File: src/rtl/sys_ctrl_gen.sv
// Command controller: decodes framed UART commands into register-file writes/reads and ALU
// operations, then streams results to the TX FIFO. Optional error-byte response: SYS_CTRL_ERR_RESP_EN.
module sys_ctrl_gen #(
  parameter int                 DATA_W   = 8,
  parameter int                 ADDR_W   = 4,
  parameter int                 FUN_W    = 4,
  parameter int                 RES_W    = 16,
  parameter int                 WAIT_MAX = 15,
  parameter logic [DATA_W-1:0]  ERR_CODE = 8'hEE
) (
  input  logic              CLK,
  input  logic              RST,
  input  logic [DATA_W-1:0] RX_P_DATA,
  input  logic              RX_D_VLD,
  input  logic [DATA_W-1:0] RdData,
  input  logic              RdData_Valid,
  input  logic [RES_W-1:0]  ALU_OUT,
  input  logic              OUT_Valid,
  input  logic              FIFO_FULL,
  output logic [ADDR_W-1:0] Address,
  output logic              WrEn,
  output logic              RdEn,
  output logic [DATA_W-1:0] WrData,
  output logic [FUN_W-1:0]  ALU_FUN,
  output logic              EN,
  output logic              CLK_EN,
  output logic [DATA_W-1:0] TX_P_DATA,
  output logic              TX_D_VLD,
  output logic              CMD_ERR
);

  localparam int RES_BYTES = RES_W / DATA_W;
  localparam int CNT_W     = $clog2(RES_BYTES + 1);
  localparam int WCNT_W    = $clog2(WAIT_MAX + 1);

  localparam logic [DATA_W-1:0] OPC_WR  = DATA_W'(8'hAA);
  localparam logic [DATA_W-1:0] OPC_RD  = DATA_W'(8'hBB);
  localparam logic [DATA_W-1:0] OPC_ALU = DATA_W'(8'hCC);
  localparam logic [DATA_W-1:0] OPC_FUN = DATA_W'(8'hDD);

`ifdef SYS_CTRL_ERR_RESP_EN
  localparam logic ERR_RESP = 1'b1;
`else
  localparam logic ERR_RESP = 1'b0;
`endif

  typedef enum logic [3:0] {
    IDLE     = 4'd0,
    WR_ADDR  = 4'd1,
    WR_DATA  = 4'd2,
    RD_ADDR  = 4'd3,
    RD_WAIT  = 4'd4,
    OP_A     = 4'd5,
    OP_B     = 4'd6,
    FUN      = 4'd7,
    ALU_WAIT = 4'd8,
    TX_SEND  = 4'd9
  } state_t;

  state_t              state_q, state_d;
  logic [ADDR_W-1:0]   addr_q, addr_d;
  logic [DATA_W-1:0]   wrdata_q, wrdata_d;
  logic [FUN_W-1:0]    alu_fun_q, alu_fun_d;
  logic                wren_q, wren_d;
  logic                rden_q, rden_d;
  logic                en_q, en_d;
  logic                cmd_err_q, cmd_err_d;
  logic [RES_W-1:0]    result_q, result_d;
  logic [CNT_W-1:0]    last_q, last_d;
  logic [CNT_W-1:0]    cnt_q, cnt_d;
  logic [WCNT_W-1:0]   wcnt_q, wcnt_d;
  logic                pend_q, pend_d;
  logic                err_tx_s;
  logic                busy_s;
  logic [DATA_W-1:0]   tx_byte_s;

  // Result byte selected by the send counter, LSB byte first
  always_comb begin
    tx_byte_s = '0;
    for (int i = 0; i < RES_BYTES; i++) begin
      tx_byte_s = (cnt_q == CNT_W'(i)) ? result_q[i*DATA_W +: DATA_W] : tx_byte_s;
    end
  end

  // Next-state and registered-output decode
  always_comb begin
    state_d   = state_q;
    addr_d    = addr_q;
    wrdata_d  = wrdata_q;
    alu_fun_d = alu_fun_q;
    en_d      = en_q;
    result_d  = result_q;
    last_d    = last_q;
    cnt_d     = cnt_q;
    wcnt_d    = wcnt_q;
    pend_d    = pend_q;
    wren_d    = 1'b0;
    rden_d    = 1'b0;
    cmd_err_d = 1'b0;
    err_tx_s  = 1'b0;
    busy_s    = (state_q == RD_WAIT) || (state_q == ALU_WAIT) || (state_q == TX_SEND);

    case (state_q)
      IDLE: begin
        if (RX_D_VLD) begin
          case (RX_P_DATA)
            OPC_WR:  state_d = WR_ADDR;
            OPC_RD:  state_d = RD_ADDR;
            OPC_ALU: state_d = OP_A;
            OPC_FUN: state_d = FUN;
            default: begin
              cmd_err_d = 1'b1;
              err_tx_s  = 1'b1;
            end
          endcase
        end else if (pend_q) begin
          err_tx_s = 1'b1;
          pend_d   = 1'b0;
        end else begin
          state_d = IDLE;
        end
      end
      WR_ADDR: begin
        if (RX_D_VLD) begin
          addr_d  = RX_P_DATA[ADDR_W-1:0];
          state_d = WR_DATA;
        end else begin
          state_d = WR_ADDR;
        end
      end
      WR_DATA: begin
        if (RX_D_VLD) begin
          wren_d   = 1'b1;
          wrdata_d = RX_P_DATA;
          state_d  = IDLE;
        end else begin
          state_d = WR_DATA;
        end
      end
      RD_ADDR: begin
        if (RX_D_VLD) begin
          addr_d  = RX_P_DATA[ADDR_W-1:0];
          rden_d  = 1'b1;
          wcnt_d  = '0;
          state_d = RD_WAIT;
        end else begin
          state_d = RD_ADDR;
        end
      end
      RD_WAIT: begin
        // A strobe on the expiry cycle still completes the read
        if (RdData_Valid) begin
          result_d = RES_W'(RdData);
          last_d   = '0;
          cnt_d    = '0;
          state_d  = TX_SEND;
        end else if (wcnt_q == WCNT_W'(WAIT_MAX)) begin
          cmd_err_d = 1'b1;
          err_tx_s  = 1'b1;
          state_d   = IDLE;
        end else begin
          wcnt_d = wcnt_q + WCNT_W'(1);
        end
      end
      OP_A: begin
        if (RX_D_VLD) begin
          addr_d   = '0;
          wren_d   = 1'b1;
          wrdata_d = RX_P_DATA;
          state_d  = OP_B;
        end else begin
          state_d = OP_A;
        end
      end
      OP_B: begin
        if (RX_D_VLD) begin
          addr_d   = ADDR_W'(1);
          wren_d   = 1'b1;
          wrdata_d = RX_P_DATA;
          state_d  = FUN;
        end else begin
          state_d = OP_B;
        end
      end
      FUN: begin
        if (RX_D_VLD) begin
          alu_fun_d = RX_P_DATA[FUN_W-1:0];
          en_d      = 1'b1;
          wcnt_d    = '0;
          state_d   = ALU_WAIT;
        end else begin
          state_d = FUN;
        end
      end
      ALU_WAIT: begin
        if (OUT_Valid) begin
          result_d = ALU_OUT;
          last_d   = CNT_W'(RES_BYTES - 1);
          cnt_d    = '0;
          en_d     = 1'b0;
          state_d  = TX_SEND;
        end else if (wcnt_q == WCNT_W'(WAIT_MAX)) begin
          cmd_err_d = 1'b1;
          err_tx_s  = 1'b1;
          en_d      = 1'b0;
          state_d   = IDLE;
        end else begin
          wcnt_d = wcnt_q + WCNT_W'(1);
        end
      end
      TX_SEND: begin
        // FIFO_FULL stalls without timing out; result_q is untouched here
        if (!FIFO_FULL) begin
          if (cnt_q == last_q) begin
            cnt_d   = '0;
            state_d = IDLE;
            if (pend_q) begin
              err_tx_s = 1'b1;
              pend_d   = 1'b0;
            end else begin
              pend_d = 1'b0;
            end
          end else begin
            cnt_d = cnt_q + CNT_W'(1);
          end
        end else begin
          state_d = TX_SEND;
        end
      end
      default: state_d = IDLE;
    endcase

    if (busy_s && RX_D_VLD) begin
      cmd_err_d = 1'b1;
      pend_d    = ERR_RESP;
    end else begin
      busy_s = busy_s;
    end

    if (ERR_RESP && err_tx_s) begin
      result_d = RES_W'(ERR_CODE);
      last_d   = '0;
      cnt_d    = '0;
      state_d  = TX_SEND;
    end else begin
      err_tx_s = err_tx_s;
    end
  end

  // State and output registers
  always_ff @(posedge CLK or negedge RST) begin
    if (!RST) begin
      state_q   <= IDLE;
      addr_q    <= '0;
      wrdata_q  <= '0;
      alu_fun_q <= '0;
      wren_q    <= 1'b0;
      rden_q    <= 1'b0;
      en_q      <= 1'b0;
      cmd_err_q <= 1'b0;
      result_q  <= '0;
      last_q    <= '0;
      cnt_q     <= '0;
      wcnt_q    <= '0;
      pend_q    <= 1'b0;
    end else begin
      state_q   <= state_d;
      addr_q    <= addr_d;
      wrdata_q  <= wrdata_d;
      alu_fun_q <= alu_fun_d;
      wren_q    <= wren_d;
      rden_q    <= rden_d;
      en_q      <= en_d;
      cmd_err_q <= cmd_err_d;
      result_q  <= result_d;
      last_q    <= last_d;
      cnt_q     <= cnt_d;
      wcnt_q    <= wcnt_d;
      pend_q    <= pend_d;
    end
  end

  assign Address   = addr_q;
  assign WrEn      = wren_q;
  assign RdEn      = rden_q;
  assign WrData    = wrdata_q;
  assign ALU_FUN   = alu_fun_q;
  assign EN        = en_q;
  assign CLK_EN    = en_q;
  assign CMD_ERR   = cmd_err_q;
  assign TX_D_VLD  = (state_q == TX_SEND) && !FIFO_FULL;
  assign TX_P_DATA = tx_byte_s;

endmodule

File: config.mk
export PLATFORM = sky130hd
export DESIGN_NAME = sys_ctrl_gen
export DESIGN_NICKNAME = d
export VERILOG_FILES = /design/src/rtl/sys_ctrl_gen.sv
export SDC_FILE = /design/constraint.sdc
export NUM_CORES = 1
export LEC_CHECK = 0
export ABC_AREA = 1
export BUFFER_PORTS_ARGS = -buffer_cell sky130_fd_sc_hd__buf_2
export CAP_MARGIN = 20
export CELL_PAD_IN_SITES_DETAIL_PLACEMENT = 0
export CELL_PAD_IN_SITES_GLOBAL_PLACEMENT = 1
export CORE_MARGIN = 1
export CORE_UTILIZATION = 37
export CTS_CLUSTER_DIAMETER = 80
export CTS_CLUSTER_SIZE = 14
export DETAILED_ROUTE_END_ITERATION = 10
export MAX_ROUTING_LAYER = met4
export PLACE_DENSITY_LB_ADDON = 0.1
export SLEW_MARGIN = 20
export SYNTH_ARGS = -nofsm -noshare
export SYNTH_HDL_FRONTEND = slang
export SYNTH_SLANG_ARGS = --single-unit
File: constraint.sdc
create_clock -name CLK -period 1.8 [get_ports CLK]
set_input_delay 0 -clock CLK [delete_from_list [all_inputs] [get_ports CLK]]
set_output_delay 0 -clock CLK [all_outputs]
set_load 0.05 [all_outputs]
==> qor.csv, run 1 <==
metric,value,unit
"commonest non-fill, non-tap cells in the layout","91 x nand2_1, 60 x buf_2, 47 x dfrtp_1",
RSZ-0062 raised after global routing,yes,
MaxCap Viol Count,0,
VDD IR max,1060,uV
port buffer count,67,
Synth Warn #,0,
Final WS setup,0.0650,ns
fin crit share,0.964,
DRT iter0 DRCs,109,
area of the multi-input gates,0.00108,mm^2
syn avg cell area,7.75,um^2
pin count of the biggest net entering global routing,25,
register area share after synthesis,0.482,
"commonest non-fill, non-tap cell in the layout",nand2_1,
"FFs w/ async S/R, synth",1.00,
area delta synth->final,34.5,%
clock root cell,clkbuf_8,
crit end category,primary output,
worst hold path class,primary input to flop,
Worst Tran Pin Value,0.416,ns
GPL Wtd Cong,0.840,
CP Max Fanout,8,
Rel. slew slack,0.723,
Final Max Tran Viols,0,
fmax,576,MHz
CTS tree,yes,
top cell type's share of synthesized area,0.482,
Post-route DRC,0,
critical path class,flop to primary output,
clk_lat worst skew,0.30,ns
clk_skew,0.00748,ns
Final Hold Violating Endpoints,0,
CP required,1.80,ns
detailed-route via count,2357,
share of layout cells above drive strength 1,0.252,
Post-CTS Setup Bufs,0,
Core ar.,0.00635,mm^2
WHS,0.00606,ns
Pwr Total,5.79,mW
cell area after synthesis,0.00244,mm^2
initial antenna violation count,0,
Initial Utilization,0.384,
fin nets,456,
post-synthesis cell count,315,
routed len/inst,12.9,um
CTS Buf Count,5,
Die ar.,0.00693,mm^2
Pleak,1.74,nW
gr ovfl total,0,
Die Wd,83.2,um
"wirelength, routed",6350,um
vias in the first global route,2313,
ranking of synthesized cells by area,"dfrtp_1 48%, nand2_1 14%, nand3_1 6.8%, o21ai_0 5.3%, inv_1 4.5%",
Synth Register Bits,47,
"worst slack, placed",0.224,ns
GRT Util Overall,0.199,
router iterations before antenna repair,5,
first-pass GRT wire length,10900,um
chip height,83.2,um
status,finished clean,
power density over the cells,1760,mW/mm^2
post-layout minimum cycle time,1.73,ns
Sequential Area,0.00118,mm^2
clock sinks,47,
"Distinct cells, synth",29,
Post-synth EDFFs,0,
row cnt,29,
Filler Cells Inserted,618,
syn nets,356,
"area leader, netlist",dfrtp_1,
ANT cells,0,
setup tns final,0,ns
ys flop type,dfrtp_1,
Clock Tree Buf Depth,2,
Startpoint Class,flop,
post-route ant nets,0,
Vias/cell,4.78,
hpwl dp,4490,um
Worst EP arrival,1.73,ns
H-tree levels,2,
I/O pin count,68,
Final Setup Violations,0,
Worst-path clk slew,0.09,ns
-- Yosys cell counts, types with 2 or more instances --
master and number:
ha_1 3, a21oi_1 4, o211ai_1 2, buf_6 2, nand2_2 7, nand2_1 91, a31oi_1 8, nor3_1 3
nor2_1 28, nor2_4 2, buf_2 3, o21ai_1 2, inv_2 6, o21ai_0 26, nand3_1 33, buf_4 2
dfrtp_1 47, inv_1 29, clkbuf_1 3, o21ai_2 5
-- registers in the layout (all words and copies together) (netlist names), 2 cells and up --
| register | flops |
|---|---|
| result_q | 16 |
| state_q | 4 |
| ALU_FUN | 4 |
| WrData | 8 |
| Address | 4 |
| cnt_q | 2 |
| wcnt_q | 4 |
-- power breakdown --
| group | switching (mW) | total (mW) | internal (mW) | leakage, nW |
|---|---|---|---|---|
| combinational | 2.41 | 3.37 | 0.960 | 1.09 |
| sequential | 0.272 | 1.75 | 1.48 | 0.596 |
| clock | 0.355 | 0.670 | 0.315 | 0.0484 |
| total | 3.03 | 5.79 | 2.76 | 1.74 |
-- worst max-delay path, cell delays in order, from the launching register on --
cell        delay, ns
dfrtp_1          0.41
inv_1            0.09
ha_2             0.24
clkinvlp_4       0.19
o21ai_0          0.25
buf_4            0.24
-- metrics by stage --
step           cells  cell area, um^2  utilization
2_1_floorplan    315             2440            -
3_3_place_gp     453             2840        0.447
3_5_place_dp     453             2840        0.447
4_1_cts          492             3240        0.511
5_1_grt          493             3280        0.517
6_report         493             3280        0.517
-- what timing repair did --
item                                    CTS  global route
hold endpoints to repair                 39             0
endpoints found under the setup margin    0             9
hold buffers                             31             0
resized for setup                         0            21
-- per-layer routing --
metal  global-route usage  vias to the layer above  wire length [um]
met1                0.258                     1061              2920
met5                    -                        -                 0
li1                     -                     1213                 -
met2                0.321                       73              3010
met3               0.0378                       10               324
met4               0.0533                        0                92
-- layout make-up --
class                   instances  area share
clock inverters                 1     0.00267
multi-input cells             223       0.329
well taps                      77      0.0293
clock buffers                   7      0.0263
repair buffers                102       0.211
repair inverters                1     0.00229
inverters                      35      0.0411
flip-flops and latches         47       0.358
-- cells by family after synthesis --
| family | Yosys count | synth area share |
|---|---|---|
| adders and majority gates | 3 | 0.0154 |
| buffers and inverters | 45 | 0.0800 |
| AOI/OAI and AO/OA | 50 | 0.120 |
| and+or+nand+nor | 169 | 0.299 |
| xor gates and xnor gates | 1 | 0.00359 |
| DFF | 47 | 0.482 |
-- path summary, 6_finish.rpt --
path	start	to	slack, ns	depth (start not counted)
worst max-delay path	cnt_q[1]$_DFFE_PN0P_	TX_P_DATA[0]	0.07	5
worst min-delay path	RX_P_DATA[0]	WrData[0]$_DFFE_PN0P_	0.006	3
worst max register to register	state_q[0]$_DFFE_PN0P_	WrData[4]$_DFFE_PN0P_	0.26	10
worst min register to register	Address[2]$_DFFE_PN0P_	Address[2]$_DFFE_PN0P_	0.49	2
max in group asynchronous	RST	WrData[4]$_DFFE_PN0P_	1.08	3
min in group asynchronous	RST	result_q[9]$_DFFE_PN0P_	0.15	2
Power figures use the tool's default switching activity.
==> run 2: changes to the inputs <==
RECOVER_POWER = 25   (was not set)
==> run 2 against run 1 <==
Compared with the run above: combinational power is essentially flat; total power is essentially flat; final area shrank 0.19%; sequential power is essentially flat; via count is essentially flat; critical path type unchanged; critical endpoint unchanged.
==> qor.csv, run 2 (synthesis results as in run 1) <==
metric,value,unit
critical path class,flop to primary output,
CP required,1.80,ns
CP max-delay cell,dfrtp_1,
CP Cell Sequence,"inv_1, ha_2, clkinvlp_4, o21ai_0, buf_4",
"commonest non-fill, non-tap cell in the layout",nand2_1,
worst hold path class,primary input to flop,
crit end category,primary output,
clock sinks,47,
Vias/cell,4.78,
Gate power share,0.581,
WHS,0.00606,ns
Worst path max stage delay,0.41,ns
CTS tree,yes,
Post-route DRC,0,
status,finished clean,
routed len/inst,12.9,um
"wirelength, routed",6340,um
Core ar.,0.00635,mm^2
CTS Buf Count,5,
Worst-path clk slew,0.09,ns
hold path cells,3,
Worst EP arrival,1.73,ns
"Design Area, Final",0.00328,mm^2
Die ar.,0.00693,mm^2
router iterations before antenna repair,4,
Pleak,1.74,nW
GRT Util Overall,0.199,
share of layout cells above drive strength 1,0.250,
clock root cell,clkbuf_8,
area delta synth->final,34.3,%
H-tree levels,2,
initial antenna violation count,0,
fin util,0.516,
Final Hold Violating Endpoints,0,
Sw Ratio,0.524,
Final Max Tran Viols,0,
Largest register FFs,16,
Startpoint Class,flop,
clk_skew,0.00760,ns
fin nets,456,
row cnt,29,
"reg-to-reg slack, setup",0.26,ns
CP Max Fanout,8,
Clock Tree Buf Depth,2,
Net Sw Power,3.03,mW
hpwl dp,4490,um
register with the most flip-flops,result_q,
fin crit share,0.962,
DRT iter0 DRCs,112,
pin count of the biggest net entering global routing,25,
MaxCap Viol Count,0,
"commonest non-fill, non-tap cells in the layout","91 x nand2_1, 59 x buf_2, 47 x dfrtp_1",
Initial Utilization,0.384,
Pwr Total,5.79,mW
fmax,578,MHz
Area after DPL,0.00284,mm^2
Reg2Reg Depth,10,
RSZ-0062 raised after global routing,yes,
Die Wd,83.2,um
post-route ant nets,0,
first-pass GRT wire length,10900,um
ANT cells,0,
Filler Cells Inserted,620,
clk_lat worst skew,0.30,ns
power density over the cells,1770,mW/mm^2
post-layout minimum cycle time,1.73,ns
vias in the first global route,2313,
chip height,83.2,um
port buffer count,67,
I/O pin count,68,
Clk pwr share,0.116,
gr ovfl total,0,
Final Setup Violations,0,
VDD IR max,1050,uV
detailed-route via count,2356,
Rel. slew slack,0.339,
Reg power frac,0.303,
GPL Wtd Cong,0.840,
Worst Tran Pin Value,0.992,ns
Int Power,2.76,mW
[run 2: repair_timing]
item,4_1_cts,5_1_grt
setup buffers,0,0
hold endpoints to repair,39,0
resized for setup,0,21
hold buffers,31,0
setup endpoints to repair,0,9
[run 2: area by class of cell]
class	count	area, um^2	share of cell area
flip-flops and latches	47	1180	0.359
inverters	35	135	0.0412
well taps	77	96.3	0.0294
repair buffers	102	687	0.210
multi-input cells	223	1080	0.330
clock buffers	7	86.3	0.0263
repair inverters	1	7.51	0.00229
clock inverters	1	8.76	0.00267
[run 2: per-layer routing]
metal / part of all wire / routed length, um / GRT usage
met4: 0.015 / 92 / 0.0533
met3: 0.051 / 322 / 0.0378
met5: 0 / 0 / -
met2: 0.48 / 3010 / 0.321
met1: 0.46 / 2910 / 0.258
[run 2: power by group through the flow]
stage | logic, mW | clock network, mW | registers (mW)
3_5_place_dp | 3.17 | 0 | 1.75
6_report | 3.36 | 0.670 | 1.75
3_3_place_gp | 3.15 | 0 | 1.75
2_1_floorplan | 1.95 | 0 | 2.26
4_1_cts | 3.22 | 0.701 | 1.74
5_1_grt | 3.68 | 0.740 | 1.81
[run 2: final timing paths]
kind                                             start                      end
worst max-delay path              cnt_q[1]$_DFFE_PN0P_             TX_P_DATA[0]
min in group asynchronous                          RST  result_q[9]$_DFFE_PN0P_
worst max register to register  state_q[0]$_DFFE_PN0P_    WrData[4]$_DFFE_PN0P_
worst min register to register  Address[2]$_DFFE_PN0P_   Address[2]$_DFFE_PN0P_
worst min-delay path                      RX_P_DATA[0]    WrData[0]$_DFFE_PN0P_
max in group asynchronous                          RST    WrData[4]$_DFFE_PN0P_
[run 2: through the flow]
| step | TNS (ns) | cells | worst slack [ns] |
|---|---|---|---|
| 6_report | 0 | 493 | 0.0689 |
| 5_1_grt | -0.0663 | 493 | -0.0473 |
| 4_1_cts | 0 | 492 | 0.0127 |
| 3_5_place_dp | 0 | 453 | 0.224 |
| 3_3_place_gp | 0 | 453 | 0.205 |
| 2_1_floorplan | 0 | 315 | 0.0534 |
[run 2: critical path: cells and delay by family, from the launching register on]
family / cells / cell delay, ns
buffers and inverters: 3 / 0.52
flip-flops: 1 / 0.41
AO/OA/AOI/OAI: 1 / 0.25
adder cells (fa/ha/maj): 1 / 0.24
==> run 3: changes to the inputs <==
BUFFER_PORTS_ARGS = not set   (was -buffer_cell sky130_fd_sc_hd__buf_2)
CORE_UTILIZATION = 45   (was 37)
DONT_BUFFER_PORTS = 1   (was not set)
==> run 3 against run 2 <==
Compared with the run above: routed wire length fell by 2.6%; critical path type unchanged; sequential cell count did not move; maximum frequency rose by 5.7%; critical path depth did not move; critical endpoint is now TX_P_DATA[1]; worst setup slack improved by 0.094 ns; clock-buffer cell count fell by 1; worst hold slack improved by 0.0088 ns; non-clock buffer count fell by 52; total power fell by 2.6%; final area fell by 7.1%; die area fell by 17%.
==> qor.csv, run 3 (synthesis results as in run 1) <==
metric,value,unit
status,finished clean,
Worst-path clk slew,0.09,ns
Final Setup Violations,0,
row cnt,26,
VDD IR max,1040,uV
RSZ-0062 raised after global routing,no,
pin count of the biggest net entering global routing,48,
clock root cell,clkbuf_8,
fmax,611,MHz
area delta synth->final,24.7,%
Cells after DPL,387,
Filler Cells Inserted,460,
Net Sw Power,3.02,mW
port buffer count,0,
power density over the cells,1850,mW/mm^2
"reg-to-reg slack, setup",0.18,ns
Worst Tran Pin Value,1.18,ns
fin nets,404,
hpwl dp,4060,um
"worst slack, placed",0.229,ns
fin util,0.589,
Sw Ratio,0.536,
Largest register FFs,16,
Sequential Area,0.00118,mm^2
GRT Util Overall,0.231,
Vias/cell,5.12,
Final Hold Violating Endpoints,0,
worst hold path class,primary input to flop,
crit end category,primary output,
Clk pwr share,0.111,
vias in the first global route,1955,
routed wl met2,2810,um
clock sinks,47,
fin crit share,0.910,
"wirelength, routed",6170,um
DRT iter0 DRCs,115,
GPL Wtd Cong,0.793,
clk_lat worst skew,0.30,ns
critical path class,flop to primary output,
initial antenna violation count,0,
Post-CTS Setup Bufs,0,
reg2reg end,result_q[6]$_DFFE_PN0P_,
Int Power,2.62,mW
chip height,75.7,um
met3 wire length,310,um
H-tree levels,2,
Rel. slew slack,0.216,
CP Cell Sequence,"inv_1, ha_2, clkinvlp_4, o21ai_1, buf_4",
WHS,0.0149,ns
setup tns final,0,ns
gr ovfl total,0,
hold path cells,3,
Initial Utilization,0.472,
routed metal-1 wire length,3020,um
register with the most flip-flops,result_q,
detailed-route via count,2221,
Post-route DRC,0,
Startpoint Class,flop,
Core ar.,0.00517,mm^2
Worst EP arrival,1.64,ns
CTS Buf Count,5,
post-layout minimum cycle time,1.64,ns
Worst path max stage delay,0.41,ns
CP Max Fanout,8,
Pwr Total,5.64,mW
I/O pin count,68,
"commonest non-fill, non-tap cells in the layout","91 x nand2_1, 47 x dfrtp_1, 37 x dlygate4sd3_1",
Reg power frac,0.411,
ANT cells,0,
"Cell Count, Final, Fillers Out",434,
"Design Area, Final",0.00304,mm^2
min-delay src,RX_D_VLD,
clk_skew,0.0128,ns
Gate power share,0.478,
MaxCap Viol Count,0,
CP max-delay cell,dfrtp_1,
Worst Hold Path EP,Address[0]$_DFFE_PN0P_,
"commonest non-fill, non-tap cell in the layout",nand2_1,
area of the multi-input gates,0.00107,mm^2
highest routed layer,met4,
share of layout cells above drive strength 1,0.129,
CP required,1.80,ns
Final WS setup,0.163,ns
worst r2r src,state_q[0]$_DFFE_PN0P_,
Area after DPL,0.00257,mm^2
Reg2Reg Depth,6,
Pleak,1.51,nW
CTS tree,yes,
router iterations before antenna repair,4,
post-route ant nets,0,
routed len/inst,14.2,um
Final Max Tran Viols,0,
Clock Tree Buf Depth,2,
Die ar.,0.00572,mm^2
Die Wd,75.7,um
first-pass GRT wire length,9440,um
[run 3: per-layer routing]
layer  up-vias  GRT usage
met5         -          -
met4         0     0.0514
met3         4     0.0437
met2        64      0.341
met1      1040      0.332
li1       1113          -
[run 3: layout make-up]
type,instances,share of cell area
clock buffer,6,0.0238
clock inverter,2,0.00411
inverter,35,0.0444
multi-input combinational,223,0.353
sequential,47,0.386
tap,70,0.0288
timing repair buffer,50,0.157
timing repair inverter,1,0.00247
[run 3: worst max path at each step]
stage                            from                      end  slack, ns  depth (start not counted)
2_1_floorplan    cnt_q[1]$_DFFE_PN0P_             TX_P_DATA[0]       0.05                          4
3_3_place_gp   state_q[2]$_DFFE_PN0P_    WrData[7]$_DFFE_PN0P_       0.28                         10
3_5_place_dp   state_q[0]$_DFFE_PN0P_    wcnt_q[2]$_DFFE_PN0P_       0.23                          7
4_1_cts          cnt_q[0]$_DFFE_PN0P_             TX_P_DATA[3]       0.04                          5
5_1_grt        state_q[0]$_DFFE_PN0P_  result_q[6]$_DFFE_PN0P_      0.006                          6
6_report         cnt_q[1]$_DFFE_PN0P_             TX_P_DATA[1]       0.16                          5
[run 3: power groups by stage]
stage	clock (mW)	combinational, mW	sequential [mW]
2_1_floorplan	0	1.95	2.26
3_5_place_dp	0	2.53	2.33
6_report	0.628	2.69	2.32
3_3_place_gp	0	2.52	2.32
5_1_grt	0.700	2.98	2.37
4_1_cts	0.656	2.65	2.31
[run 3: critical path, delay by kind of cell, from the launching register on]
family                     cells  cell delay [ns]
buffers and inverters          3             0.49
DFF                            1             0.41
adders and majority gates      1             0.25
AOI/OAI and AO/OA              1             0.19
[run 3: repair_timing]
item | 4_1_cts | 5_1_grt
setup endpoints to repair | 0 | 8
resized for setup | 0 | 4
hold buffers | 38 | 0
hold endpoints to repair | 87 | 0
